`src/rtl/serial_subtractor.sv`:
```
// Bit-serial unsigned subtractor: f = a - b - b_in (mod 2^WIDTH), LSB first,
// one bit pair per clock, with borrow-out and zero flag.
// Optional compare flags (a_eq_b, a_lt_b) are built when SERIAL_SUB_CMP_EN is defined.
module serial_subtractor #(
  parameter int unsigned WIDTH = 4
) (
  input  logic             clk,
  input  logic             rst_n,
  input  logic             start,
  input  logic [WIDTH-1:0] a,
  input  logic [WIDTH-1:0] b,
  input  logic             b_in,
  output logic             busy,
  output logic             done,
  output logic [WIDTH-1:0] f,
  output logic             b_out,
  output logic             zero
`ifdef SERIAL_SUB_CMP_EN
  ,
  output logic             a_eq_b,
  output logic             a_lt_b
`endif
);

  localparam int unsigned CntW = (WIDTH > 1) ? $clog2(WIDTH) : 1;
  localparam logic [CntW-1:0] LastCnt = CntW'(WIDTH - 1);

  typedef enum logic [1:0] {StIdle, StShift, StDone} state_e;

  state_e           state_q;
  logic [WIDTH-1:0] a_q;
  logic [WIDTH-1:0] b_q;
  logic [WIDTH-1:0] res_q;
  logic [CntW-1:0]  cnt_q;
  logic             brw_q;
  logic             bin_q;

  logic             diff_bit;
  logic             brw_d;

  // One full-subtractor stage on the current LSB pair.
  always_comb begin
    diff_bit = a_q[0] ^ b_q[0] ^ brw_q;
    brw_d    = (~a_q[0] & b_q[0]) | (~(a_q[0] ^ b_q[0]) & brw_q);
  end

  // Control FSM with registered outputs; the done cycle is spent back in
  // StIdle, so start is also gated by done to keep it from being accepted.
  always_ff @(posedge clk) begin
    if (!rst_n) begin
      state_q <= StIdle;
      a_q     <= '0;
      b_q     <= '0;
      res_q   <= '0;
      cnt_q   <= '0;
      brw_q   <= 1'b0;
      bin_q   <= 1'b0;
      busy    <= 1'b0;
      done    <= 1'b0;
      f       <= '0;
      b_out   <= 1'b0;
      zero    <= 1'b1;
`ifdef SERIAL_SUB_CMP_EN
      a_eq_b  <= 1'b0;
      a_lt_b  <= 1'b0;
`endif
    end else begin
      unique case (state_q)
        StIdle: begin
          done <= 1'b0;
          busy <= 1'b0;
          if (start && !done) begin
            a_q     <= a;
            b_q     <= b;
            bin_q   <= b_in;
            brw_q   <= b_in;
            res_q   <= '0;
            cnt_q   <= '0;
            busy    <= 1'b1;
            state_q <= StShift;
          end
        end
        StShift: begin
          res_q <= {diff_bit, res_q[WIDTH-1:1]};
          a_q   <= a_q >> 1;
          b_q   <= b_q >> 1;
          brw_q <= brw_d;
          cnt_q <= cnt_q + 1'b1;
          if (cnt_q == LastCnt) begin
            state_q <= StDone;
          end
        end
        StDone: begin
          f       <= res_q;
          b_out   <= brw_q;
          zero    <= (res_q == '0);
          done    <= 1'b1;
`ifdef SERIAL_SUB_CMP_EN
          a_eq_b  <= !bin_q && (res_q == '0) && !brw_q;
          a_lt_b  <= !bin_q && brw_q;
`endif
          state_q <= StIdle;
        end
        default: state_q <= StIdle;
      endcase
    end
  end

endmodule

```
`config.mk`:
```
export PLATFORM = sky130hd
export DESIGN_NAME = serial_subtractor
export DESIGN_NICKNAME = d
export VERILOG_FILES = /design/src/rtl/serial_subtractor.sv
export SDC_FILE = /design/constraint.sdc
export NUM_CORES = 1
export LEC_CHECK = 0
export CAP_MARGIN = 20
export CORE_MARGIN = 2
export CORE_UTILIZATION = 54
export CTS_CLUSTER_DIAMETER = 100
export CTS_CLUSTER_SIZE = 28
export DETAILED_ROUTE_END_ITERATION = 16
export PLACE_DENSITY = 0.87
export RECOVER_POWER = 25
export SLEW_MARGIN = 40
export SYNTH_ARGS = -nofsm -noshare
export SYNTH_HDL_FRONTEND = slang
export SYNTH_SLANG_ARGS = --single-unit
export TNS_END_PERCENT = 10
```
`constraint.sdc`:
```
create_clock -name clk -period 3.6 [get_ports clk]
set_clock_uncertainty 0.1 [all_clocks]
set_input_delay 1.08 -clock clk [delete_from_list [all_inputs] [get_ports clk]]
set_output_delay 1.08 -clock clk [all_outputs]
set_load 0.05 [all_outputs]
```
Word-level counts from Yosys, hierarchy flattened

Index checks and enable logic that the tools add are counted.

Input bits: 12
Output and inout bits: 8
Register bits: 25
Logic and storage cells: 47

Bitwise operators: 7
Mux-type cells: 15
Add/sub/neg operators: 1
Equality and inequality tests: 5
Reduce and logical (&&, ||, !) cells: 8

Operator list:

| kind                                                | count |
|---|---|
| case mux 4 bit (2 select lines)                     | 3 |
| two-way mux 4 bit                                   | 3 |
| case mux 2 bit (2 select lines)                     | 2 |
| two-way mux 2 bit                                   | 3 |
| equality test 2 bit, second input constant          | 2 |
| logical NOT 4 bit                                   | 1 |
| != test 2 bit, second input constant                | 2 |
| case mux 1 bit (2 select lines)                     | 2 |
| AND reduction 2 bit                                 | 2 |
| nonzero test 2 bit                                  | 2 |
| adder 2 x 1 -> 2 bit, second input constant         | 1 |
| bitwise AND 1 bit                                   | 2 |
| equality test 2 x 1 -> 1 bit, second input constant | 1 |
| logical NOT 2 bit                                   | 1 |
| two-way mux 1 bit                                   | 2 |
| inverter 1 bit                                      | 2 |
| XOR 1 bit                                           | 2 |
| logical AND 1 bit                                   | 1 |
| logical NOT 1 bit                                   | 1 |
| bitwise OR 1 bit                                    | 1 |

Logic depth before layout (Yosys ltp)

Word-level depth: 5
Mapped depth: 5

Worst setup path after synthesis

Ideal clock, no wire load.

Kind: input to register
Start point: in start
End point: reg cnt_q[0]
Stages: 3
Data arrival time: 1.891 ns
Buffers on the path: 0
Path slack: 1.495 ns
Required time: 3.385 ns
Library setup time: 0.115 ns
Path through: or4b_4 > and3_4 > o21a_1

Cells in the longest elaborated chain, start to end: 3

Ends and longest elaborated chain:

| what                                 | line | source |
|---|---|---|
| from (decl)                          | 9    | `input logic start,` |
| logical AND 1 bit                    | 72   | `if (start && !done) begin` |
| != test 2 bit (no source line)       | -    |  |
| AND reduction 2 bit (no source line) | -    |  |
| to (signal assigned)                 | 88   | `cnt_q <= cnt_q + 1'b1;` |
| to (decl)                            | 34   | `logic [CntW-1:0] cnt_q;` |

Every way passes these cells.
A chain may end at the register's enable or synchronous reset.

Worst setup path in the final report

Start point: reg done
End point: out done

RTL lines:

| what                   | line | source |
|---|---|---|
| from (decl)            | 14   | `output logic done,` |
| from (signal assigned) | 59   | `done <= 1'b0;` |
| from (signal assigned) | 70   | `done <= 1'b0;` |
| from (signal assigned) | 97   | `done <= 1'b1;` |

No word-level cell between the ends.

==> flow_summary.toml <==
[grt]
grt_pass1_vias = 877
grt_max_degree = 28
grt_overflow = 0
globalRouteTotalUtil = 0.195
antenna_found_initial = 0
grt_pass1_wl_um = 3680

[timing]
tns_ns = 0
layout_setup_ws_ns = 0.822
hold_violations = 0
period_share = 0.772
max_slew_margin = 0.471
rsz0062_at_grt = "no"
fin_crit_ns = 2.78
setup_violations = 0
tightest_slew_ns = 0.793
fmax_ghz = 0.360
drv_slew = 0

[synthesis]
syn_inst = 121
ys_types = 27
synth_area_mm2 = 0.00109
synth_ff_type = "dfxtp_1"
yosys-top-cells-count = "25 x dfxtp_1, 23 x nand2_1, 9 x a21boi_0"
syn_avg_cell_area_um2 = 9.05
synth_edf_count = 0
synth_area_leaders = "dfxtp_1 46%, nand2_1 7.9%, a21boi_0 6.2%"
async_flop_share = 0
synth_top_area_frac = 0.457
yosysMostFrequentCell = "dfxtp_1"
ys_ff_latch = 25
seq_area_frac_synth = 0.457
postSynthNetCount = 135
yosysWarnings = 0
synth_top_cell_by_area = "dfxtp_1"

[die]
rows = 16
fp.dieH_um = 49.0
ioPinCount = 20
dieArea_mm2 = 0.00240
start_util = 0.564
core_mm2 = 0.00194
fp.dieW_um = 49.0

[finish]
register_area_um2 = 500
layout.nets = 151
drive_gt1_frac = 0.0515
multi_input_area_um2 = 553
area_growth_pct = 20.1
n_antenna_cell = 0
final_cell_area_mm2 = 0.00132
fillerInstances = 173

[detailed_routing]
dr_wl_met3_um = 68
first_iter_violations = 4
drc = 0
route.met2.wl_um = 1030
wl_met1_um = 949
wirelength_um = 2080
via_count = 911
vias_per_cell = 5.59
post_drt_wl_per_cell_um = 12.8
dr.max_layer_used = "met4"
dr.pass1.iters = 4
drtAntennaViolNets = 0

[power]
intPower_w = 0.000367
seqPwrFrac = 0.610
peakVddDrop_v = 0.000257
p_per_area_mw_per_mm2 = 376
p_comb_frac = 0.135
clockPowerShare = 0.255
switching_share = 0.259
p_switching_w = 0.000128
p_leak_nw = 0.466

[worst_setup_path]
critical_path.max_fanout = 5
cp.required_ns = 2.42
crit_path_start_kind = "flip-flop"
crit_family = "buffers and inverters"
arrival_ns = 1.60
path_class = "reg2out"
reg2reg_to = "cnt_q[0]"
slowest_delay_ns = 0.83
end_kind = "primary output"
r2r_start = "state_q[0]"
r2r_slack_ns = 1.62
critPathBufInv = 1
rr_worst_depth = 3
critPathSlowestCell = "clkdlybuf4s50_1"
crit_chain = "clkdlybuf4s50_1"

[place]
place.port_buffers = 19
hpwl_um = 1480
globalplace.congestion = 0.796
placed_area_mm2 = 0.00128
pre_cts_slack_ns = 0.896

[hold_path]
hold_class = "reg2reg"
hold_start = "f[1]"
min_to = "f[1]"
holdPathStages = 2

[clocking]
post_cts_buffers = 0
clockBufferDepth = 2
cts.repair.resized = 0
cts-root-buf = "clkbuf_4"
cts_htree_levels = 1
numCtsBuffers = 3
insertion_delay_ns = 0.32
tritoncts = "yes"
cts_hold_buf = 0
path_clk_slew_ns = 0.14
cts_sinks = 25

[status]
outcome = "finished clean"

[run]
drv_cap = 0
logic make-up after synthesis:
kind of cell | synth area share
flip-flops | 0.457
AND/OR/NAND/NOR | 0.213
adder cells (fa/ha/maj) | 0.0297
multiplexers | 0.0549
buffers and inverters | 0.0377
AO/OA/AOI/OAI | 0.208
per-layer routing:
| layer | GRT usage | vias up |
|---|---|---|
| li1 | - | 458 |
| met1 | 0.222 | 430 |
| met2 | 0.349 | 17 |
| met3 | 0.0368 | 6 |
| met4 | 0.0905 | 0 |
| met5 | 0 | - |
cell usage in the layout (no fill, tap or decap), types with 2 or more instances in the layout:
cell type | synthesis | routed
dfxtp_1 | 25 | 25
clkbuf_4 | 0 | 3
o21ai_0 | 2 | 2
clkdlybuf4s50_1 | 0 | 18
nor2_1 | 2 | 2
inv_1 | 2 | 2
o22ai_1 | 5 | 5
nand3_1 | 3 | 3
a21boi_0 | 9 | 9
nand2b_1 | 8 | 8
nand2_1 | 23 | 23
nor2b_1 | 2 | 2
o311ai_0 | 7 | 7
a21oi_1 | 8 | 8
mux2i_1 | 6 | 6
registers in the layout (all words and copies together), names as in the netlist:
signal and count:
b_out 1, res_q 4, b_q 4, cnt_q 2, done 1, a_q 4
state_q 2, brw_q 1, zero 1, f 4, busy 1
power groups by stage:
stage	Combinational, W	Sequential, W	Clock (W)
floorplan	0.0000464	0.000306	0
global placement	0.0000645	0.000307	0
detailed placement	0.0000668	0.000308	0
CTS	0.0000672	0.000302	0.000129
global route	0.0000741	0.000304	0.000142
finish	0.0000666	0.000302	0.000126
final cells by class:
type / count / area share
Inverter: 2 / 0.00571
Sequential cell: 25 / 0.381
Clock buffer: 3 / 0.0171
Clock inverter: 1 / 0.00571
Timing Repair Buffer: 19 / 0.145
Tap cell: 27 / 0.0257
Multi-Input combinational cell: 86 / 0.421
worst max path at each step:
stage               slack (ns)  startpoint  endpoint  cells after the start
floorplan                 1.49       start  cnt_q[0]                      3
global placement          0.92       rst_n    a_q[0]                      3
detailed placement        0.90       rst_n    a_q[1]                      3
CTS                       0.81        done      done                      1
global route              0.76        done      done                      1
finish                    0.82        done      done                      1
worst min-delay path, delay by kind of cell (launching register included):
family	cells	cell delay (ns)
compound gates	1	0.06
flops	1	0.33
simple gates	1	0.04
per-stage QoR:
step	util	hold WS, ns	total power [W]	instances
floorplan	-	0.350	0.000352	121
global placement	0.662	0.351	0.000372	159
detailed placement	0.662	0.358	0.000375	159
CTS	0.677	0.379	0.000499	163
global route	0.677	0.390	0.000520	163
finish	0.677	0.371	0.000495	163
Power figures use the tool's default switching activity.
